### src/rtl/writeback_arb.sv
// Writeback stage arbiter: merges the in-order mem->wb path with round-robin auxiliary
// result channels onto a single registered register-file write port.
module writeback_arb #(
  parameter int unsigned XLEN       = 32,
  parameter int unsigned REGNO_W    = 6,
  parameter int unsigned NUM_AUX    = 2,
  parameter int unsigned STARVE_LIM = 8
) (
  input  logic                       i_clk,
  input  logic                       i_rst_n,
  input  logic                       i_mem_wb_writeback,
  input  logic [XLEN-1:0]            i_mem_wb_data,
  input  logic [REGNO_W-1:0]         i_mem_wb_rd,
  input  logic                       i_mem_wb_load,
  input  logic [2:0]                 i_mem_wb_funct3,
  input  logic [1:0]                 i_mem_wb_addr_lo,
  input  logic [NUM_AUX-1:0]         i_aux_valid,
  input  logic [NUM_AUX*XLEN-1:0]    i_aux_data,
  input  logic [NUM_AUX*REGNO_W-1:0] i_aux_rd,
  output logic [NUM_AUX-1:0]         o_aux_ready,
  output logic                       o_stall_req,
  output logic                       o_write,
  output logic [XLEN-1:0]            o_data,
  output logic [REGNO_W-1:0]         o_regno
);

  localparam int unsigned PtrW = (NUM_AUX > 1) ? $clog2(NUM_AUX) : 1;
  localparam int unsigned CntW = $clog2(STARVE_LIM + 1);

  logic [PtrW-1:0]    ptr_q, ptr_d;
  logic [CntW-1:0]    cnt_q, cnt_d;
  logic               stall_q, stall_d;
  logic               write_q, write_d;
  logic [XLEN-1:0]    data_q, data_d;
  logic [REGNO_W-1:0] regno_q, regno_d;

  logic [NUM_AUX-1:0] grant;
  logic               found;
  logic               aux_xfer;
  logic               slot_used;
  logic [XLEN-1:0]    aux_data_sel;
  logic [REGNO_W-1:0] aux_rd_sel;
  logic [7:0]         ld_byte;
  logic [15:0]        ld_half;
  logic [XLEN-1:0]    ch0_data;

  // Rotating priority search starting at the pointer; channel 0 blocks every grant.
  always_comb begin
    grant        = '0;
    found        = 1'b0;
    aux_data_sel = '0;
    aux_rd_sel   = '0;
    ptr_d        = ptr_q;
    if (!i_mem_wb_writeback) begin
      for (int unsigned i = 0; i < NUM_AUX; i++) begin
        for (int unsigned k = 0; k < NUM_AUX; k++) begin
          if (!found && (k == (32'(ptr_q) + i) % NUM_AUX) && i_aux_valid[k]) begin
            found    = 1'b1;
            grant[k] = 1'b1;
          end
        end
      end
    end
    for (int unsigned k = 0; k < NUM_AUX; k++) begin
      if (grant[k]) begin
        aux_data_sel = i_aux_data[k*XLEN +: XLEN];
        aux_rd_sel   = i_aux_rd[k*REGNO_W +: REGNO_W];
        ptr_d        = PtrW'((k + 1) % NUM_AUX);
      end
    end
  end

  assign o_aux_ready = grant & {NUM_AUX{i_rst_n}};
  assign aux_xfer    = |o_aux_ready;
  assign slot_used   = i_mem_wb_writeback | aux_xfer;

  always_comb begin
    unique case (i_mem_wb_addr_lo)
      2'd0:    ld_byte = i_mem_wb_data[7:0];
      2'd1:    ld_byte = i_mem_wb_data[15:8];
      2'd2:    ld_byte = i_mem_wb_data[23:16];
      default: ld_byte = i_mem_wb_data[31:24];
    endcase
    ld_half  = i_mem_wb_addr_lo[1] ? i_mem_wb_data[31:16] : i_mem_wb_data[15:0];
    ch0_data = i_mem_wb_data;
    if (i_mem_wb_load) begin
      case (i_mem_wb_funct3)
        3'b000:  ch0_data = XLEN'($signed(ld_byte));
        3'b100:  ch0_data = XLEN'(ld_byte);
        3'b001:  ch0_data = XLEN'($signed(ld_half));
        3'b101:  ch0_data = XLEN'(ld_half);
        3'b010:  ch0_data = XLEN'($signed(i_mem_wb_data[31:0]));
        default: ch0_data = i_mem_wb_data;
      endcase
    end
  end

  always_comb begin
    write_d = 1'b0;
    data_d  = data_q;
    regno_d = regno_q;
    if (i_mem_wb_writeback) begin
      write_d = (i_mem_wb_rd != '0);
      data_d  = ch0_data;
      regno_d = i_mem_wb_rd;
    end else if (aux_xfer) begin
      write_d = (aux_rd_sel != '0);
      data_d  = aux_data_sel;
      regno_d = aux_rd_sel;
    end
  end

  // Saturating count of cycles where an aux result waits without being accepted.
  always_comb begin
    cnt_d = cnt_q;
    if (aux_xfer || !(|i_aux_valid)) begin
      cnt_d = '0;
    end else if (cnt_q != CntW'(STARVE_LIM)) begin
      cnt_d = cnt_q + 1'b1;
    end
    stall_d = (cnt_q == CntW'(STARVE_LIM)) && !aux_xfer;
  end

  always_ff @(posedge i_clk or negedge i_rst_n) begin
    if (!i_rst_n) begin
      ptr_q   <= '0;
      cnt_q   <= '0;
      stall_q <= 1'b0;
      write_q <= 1'b0;
      data_q  <= '0;
      regno_q <= '0;
    end else begin
      ptr_q   <= ptr_d;
      cnt_q   <= cnt_d;
      stall_q <= stall_d;
      write_q <= write_d;
      if (slot_used) begin
        data_q  <= data_d;
        regno_q <= regno_d;
      end
    end
  end

  assign o_stall_req = stall_q;
  assign o_write     = write_q;
  assign o_data      = data_q;
  assign o_regno     = regno_q;

endmodule

### config.mk
export PLATFORM = sky130hd
export DESIGN_NAME = writeback_arb
export DESIGN_NICKNAME = d
export VERILOG_FILES = /design/src/rtl/writeback_arb.sv
export SDC_FILE = /design/constraint.sdc
export NUM_CORES = 1
export LEC_CHECK = 0
export CORE_MARGIN = 3
export CORE_UTILIZATION = 25
export DETAILED_ROUTE_END_ITERATION = 6
export PLACE_DENSITY = 0.52
export SYNTH_ARGS = -nofsm -noshare
export SYNTH_HDL_FRONTEND = slang
export SYNTH_SLANG_ARGS = --single-unit
### constraint.sdc
create_clock -name i_clk -period 2.75 [get_ports i_clk]
set_input_delay 0.55 -clock i_clk [delete_from_list [all_inputs] [get_ports i_clk]]
set_output_delay 0.55 -clock i_clk [all_outputs]
set_load 0.05 [all_outputs]
Word level (Yosys, flattened, before mapping). Cells that the tools add are included.

Register bits: 45. Input port bits: 125. Output and inout port bits: 42. Word-level logic and storage cells: 71.

Add/sub/neg operators: 2. Equality and inequality tests: 7. Mux-type cells: 28. Bitwise operators: 2. Reduce and logical (&&, ||, !) cells: 26.

Operators by type and width (number): $mux 32 (5); $pmux 32 s4 (1); $logic_not 32->1 (2); $mux 6 (4); $pmux 8 s3 (1); $mux 16 (1); $mux 1 (13); $reduce_bool 6->1 (2); $logic_and 1x1->1 (8); $mux 4 (2); $eq 3x3->1 const B (2); $reduce_bool 2->1 (3); $logic_not 1->1 (5); $add 4x1->4 const B (1); $eq 4x4->1 const B (1); $ne 4x4->1 const B (1); $reduce_or 2->1 (2); $eq 3x1->1 const B (1); $logic_not 3->1 (1); $and 2x2->2 (1); $eq 2x1->1 const B (1); $eq 2x2->1 const B (1); $logic_not 2->1 (1); $mux 2 (1); 4 further kinds (4).

Longest topological paths before layout.
Depth after elaboration: 24. Gate-level depth with buffers: 7. Mapped depth without buffers: 6.

Least setup slack after synthesis. No wires, ideal clock.

Kind: input -> output. Start point: in i_mem_wb_writeback. End point: out o_aux_ready[0]. Arrival: 1.615 ns. Data required time: 2.200 ns. Setup slack: 0.585 ns. Cell stages on the path: 4. Cells stage by stage: inv_1 -> clkbuf_1 -> clkbuf_1 -> and3_1.

Longest elaborated chain between the ends: 2.

Ends and longest elaborated chain: start: declaration (RTL line 11) `input logic i_mem_wb_writeback,`; $mux 2 (RTL line 54) `if (!i_mem_wb_writeback) begin`; $and 2x2->2 (RTL line 73) `assign o_aux_ready = grant & {NUM_AUX{i_rst_n}};`; end: declaration (RTL line 20) `output logic [NUM_AUX-1:0] o_aux_ready,`.

Every way passes these cells.

Worst setup path in the final report.
Start point: in i_aux_valid[1]. End point: out o_aux_ready[1].

Longest elaborated chain between the ends: 14. Elaborated cells between the ends (all ways): 15. Those cells by class: mux: 7; bitwise: 1; reduce/logical: 7.

Ends and longest elaborated chain: start: declaration (RTL line 17) `input logic [NUM_AUX-1:0] i_aux_valid,`; $logic_and 1x1->1 (RTL line 57) `if (!found && (k == (32'(ptr_q) + i) % NUM_AUX) && i_aux_valid[k]) begin`; $mux 1 (RTL line 57); $mux 1 (RTL line 54); $logic_not 1->1 (RTL line 57); $logic_and 1x1->1 (2 in a row) (RTL line 57); $mux 1 (RTL line 57); $mux 1 (RTL line 54); $logic_not 1->1 (RTL line 57); $logic_and 1x1->1 (2 in a row) (RTL line 57); $mux 1 * (RTL line 57); $mux 2 * (RTL line 54); $and 2x2->2 * (RTL line 73).

Mark *: on every way between the ends. The rest lies on a longest branch, timed or not. The select of a mux whose other input is x is not followed.

==> flow_metrics.py <==
metrics = {
    "cts": {
        "cts_root_buf": "clkbuf_16",
        "cts_tree": "done",
        "cts_made_buffers": 5,
        "htreeDepth": 2,
        "cts_max_path_buffers": 2,
        "cts_resized": 0,
        "cts.sinks": 45,
        "clock_latency_ns": 0.29,
        "cts_hold_buf": 0,
        "clkTransAtPathRegs_ns": 0.07,
        "cts_setup_buffers": 0,
    },
    "die": {
        "die_w_um": 118.3,
        "fp.coreArea_mm2": 0.01216,
        "die_h_um": 118.3,
        "pin_count": 167,
        "start_util_pct": 25.91,
        "rows": 40,
        "dieArea_mm2": 0.01399,
    },
    "placed_design": {
        "portBuffers": 166,
        "place_area_mm2": 0.005021,
        "gp_congestion": 0.7793,
        "dp_hpwl_um": 10150,
    },
    "timing": {
        "setup_tns_ns": 0,
        "worst_pin_slew_ns": 1.018,
        "max_freq_ghz": 0.4114,
        "slew_viol_final": 0,
        "skew_ns": 0.005743,
        "hold_viol_final": 0,
        "setup_viol": 0,
        "post-route-period-util_pct": 88.40,
        "max_slew_margin_pct": 31.86,
        "min_period_ns": 2.431,
        "rsz0062_at_grt": "no",
    },
    "power_and_ir_drop": {
        "ir_worst_vdd_mv": 0.2394,
        "power_w": 0.002546,
        "p_leak_nw": 1.979,
        "pwr_density_cell_mw_per_mm2": 490.0,
    },
    "yosys": {
        "netlist_area_mm2": 0.003151,
        "yosysWarningCount": 0,
        "yosysSeqAreaShare_pct": 35.74,
        "synth-edff-count": 0,
        "synth-simple-area-share_pct": 14.89,
        "muxShareOfSynthArea_pct": 5.838,
        "ys_ff_latch": 45,
        "synth-main-ff-cell": "dfrtp_1",
        "synth_top_family_by_area": "compound AO/OA/AOI/OAI gates",
        "synth_compound_area_share_pct": 35.50,
        "syn_inst": 338,
        "yosys.area_share.adder_pct": 0.7943,
        "syn-num-nets": 465,
        "ys_async_sr_fraction_pct": 100.0,
        "synth_top_area_share_pct": 35.74,
        "post-synth-top-area-cell": "dfrtp_1",
        "yosys.area_share.xor_xnor_pct": 0.5560,
        "ys_top_cells_by_area": "dfrtp_1 (36%), a22oi_1 (8.8%), o221ai_1 (5.6%)",
        "avgSynthCellArea_um2": 9.321,
        "synth.distinct_cells": 50,
    },
    "global_route": {
        "grt.overflow.total": 0,
        "grt_pass1_wl_um": 20920,
        "grt_pass1_vias": 3631,
        "track_usage_pct": 18.78,
        "antenna_found_initial": 0,
        "grt_max_degree": 48,
    },
    "min_path": {
        "min_path_type": "in2async",
    },
    "setup_path": {
        "slowest_delay_ns": 0.74,
        "worstSetupStartpointType": "input port",
        "regToRegSetupSlack_ns": 1.10,
        "path_buf_inv": 2,
        "endpoint_kind": "output pin",
        "path_cells": "clkdlybuf4s50_1 > and3_1 > and2_1 > buf_12",
        "path_class": "in2out",
        "crit_required_ns": 2.20,
        "crit_arrival_ns": 1.88,
        "crit_fanout": 11,
        "slowest_stage": "clkdlybuf4s50_1",
        "cp_top_family": "buffers and inverters",
    },
    "status": {
        "status": "completed",
    },
    "finish": {
        "antennaDiodeCount": 0,
        "fin_area_mm2": 0.005196,
        "final_common_cell": "clkdlybuf4s50_1",
        "fillers": 1217,
        "nNetsFinal": 621,
        "drive_above_1_share_pct": 11.31,
        "final_cell_mix": "clkdlybuf4s50_1 (163), dfrtp_1 (45), a22oi_1 (37), o221ai_1 (20), o21ai_0 (19)",
        "area_growth_pct": 64.93,
    },
    "routing": {
        "drt_iter0_markers": 277,
        "wire_per_inst_um": 19.95,
        "drtPass1Iterations": 4,
        "route.detailed.drc": 0,
        "vias": 3503,
        "routed_via_density": 5.284,
        "ant_nets": 0,
        "drt-total-wl_um": 13230,
    },
    "flow_run": {
        "maxCapViolations": 0,
    },
}
-- cells by family after synthesis --
family | count (synthesis)
flops | 45
mux | 15
simple gates | 86
xor+xnor | 2
compound gates | 145
buf+inv | 43
fa+ha+maj | 2
-- through the flow --
stage	hold WS [ns]	cells	setup WS (ns)	utilization [%]
floorplan	0.2544	338	0.5848	-
global placement	0.5045	655	0.3406	41.29
detailed placement	0.5061	655	0.3206	41.29
CTS	0.2025	663	0.3415	42.73
global route	0.2082	663	0.2636	42.73
finish	0.1968	663	0.3190	42.73
-- sequential cells by signal, summed over array words and instances, names as in the netlist --
register / flops
cnt_q: 4
o_data: 32
o_regno: 6
o_stall_req: 1
o_write: 1
ptr_q: 1
-- layer usage --
| metal | vias up | GRT usage, % | part of all wire, % |
|---|---|---|---|
| li1 | 1650 | - | - |
| met1 | 1708 | 25.62 | 44 |
| met3 | 7 | 4.641 | 7.9 |
| met4 | 0 | 3.004 | 0.55 |
| met5 | - | 0 | 0 |
| met2 | 138 | 30.62 | 48 |
-- report_power, final --
part	internal, W	leakage, nW	switching (W)
combinational	0.000447	1.34	0.000576
clock	0.000437	0.0859	0.000289
sequential	0.000744	0.549	0.0000528
total	0.00163	1.98	0.000918
-- cells in the mapped netlist (4+ instances only) --
master and n:
dfrtp_1 45, inv_1 8, o221ai_1 20, o22ai_1 6, or2_2 4, mux2i_1 6, nor2_1 17, and3b_1 7
o32ai_1 8, nand3_1 17, a21oi_1 9, mux2_2 7, a221oi_1 15, buf_2 9, a211o_1 7, o21ai_0 19
a22oi_1 37, a21boi_2 8, nor3_1 7, buf_4 4, nand2_1 10, clkbuf_1 16, a32oi_1 4, or3_1 8
nand2b_1 4
-- final timing paths --
| check | from | to | cells past startpoint |
|---|---|---|---|
| worst min-delay path | i_rst_n | o_data[29]$_DFFE_PN0P_ | 1 |
| worst max-delay path | i_aux_valid[1] | o_aux_ready[1] | 4 |
| min in group i_clk | o_data[30]$_DFFE_PN0P_ | o_data[30]$_DFFE_PN0P_ | 2 |
| max in group asynchronous | i_rst_n | o_regno[5]$_DFFE_PN0P_ | 2 |
| worst max register to register | ptr_q$_DFFE_PN0P_ | o_data[8]$_DFFE_PN0P_ | 6 |
| worst min register to register | o_data[30]$_DFFE_PN0P_ | o_data[30]$_DFFE_PN0P_ | 2 |
-- final cells by class --
cell class	count	area [um^2]	share of cell area (%)
clock buffers	5	125.1	2.408
clock inverters	3	50.05	0.9632
inverters	8	30.03	0.5779
multi-input cells	250	1818	34.99
flip-flops and latches	45	1126	21.67
well taps	168	210.2	4.045
repair buffers	184	1837	35.35
Note: power is estimated with default switching activity, not from simulation.
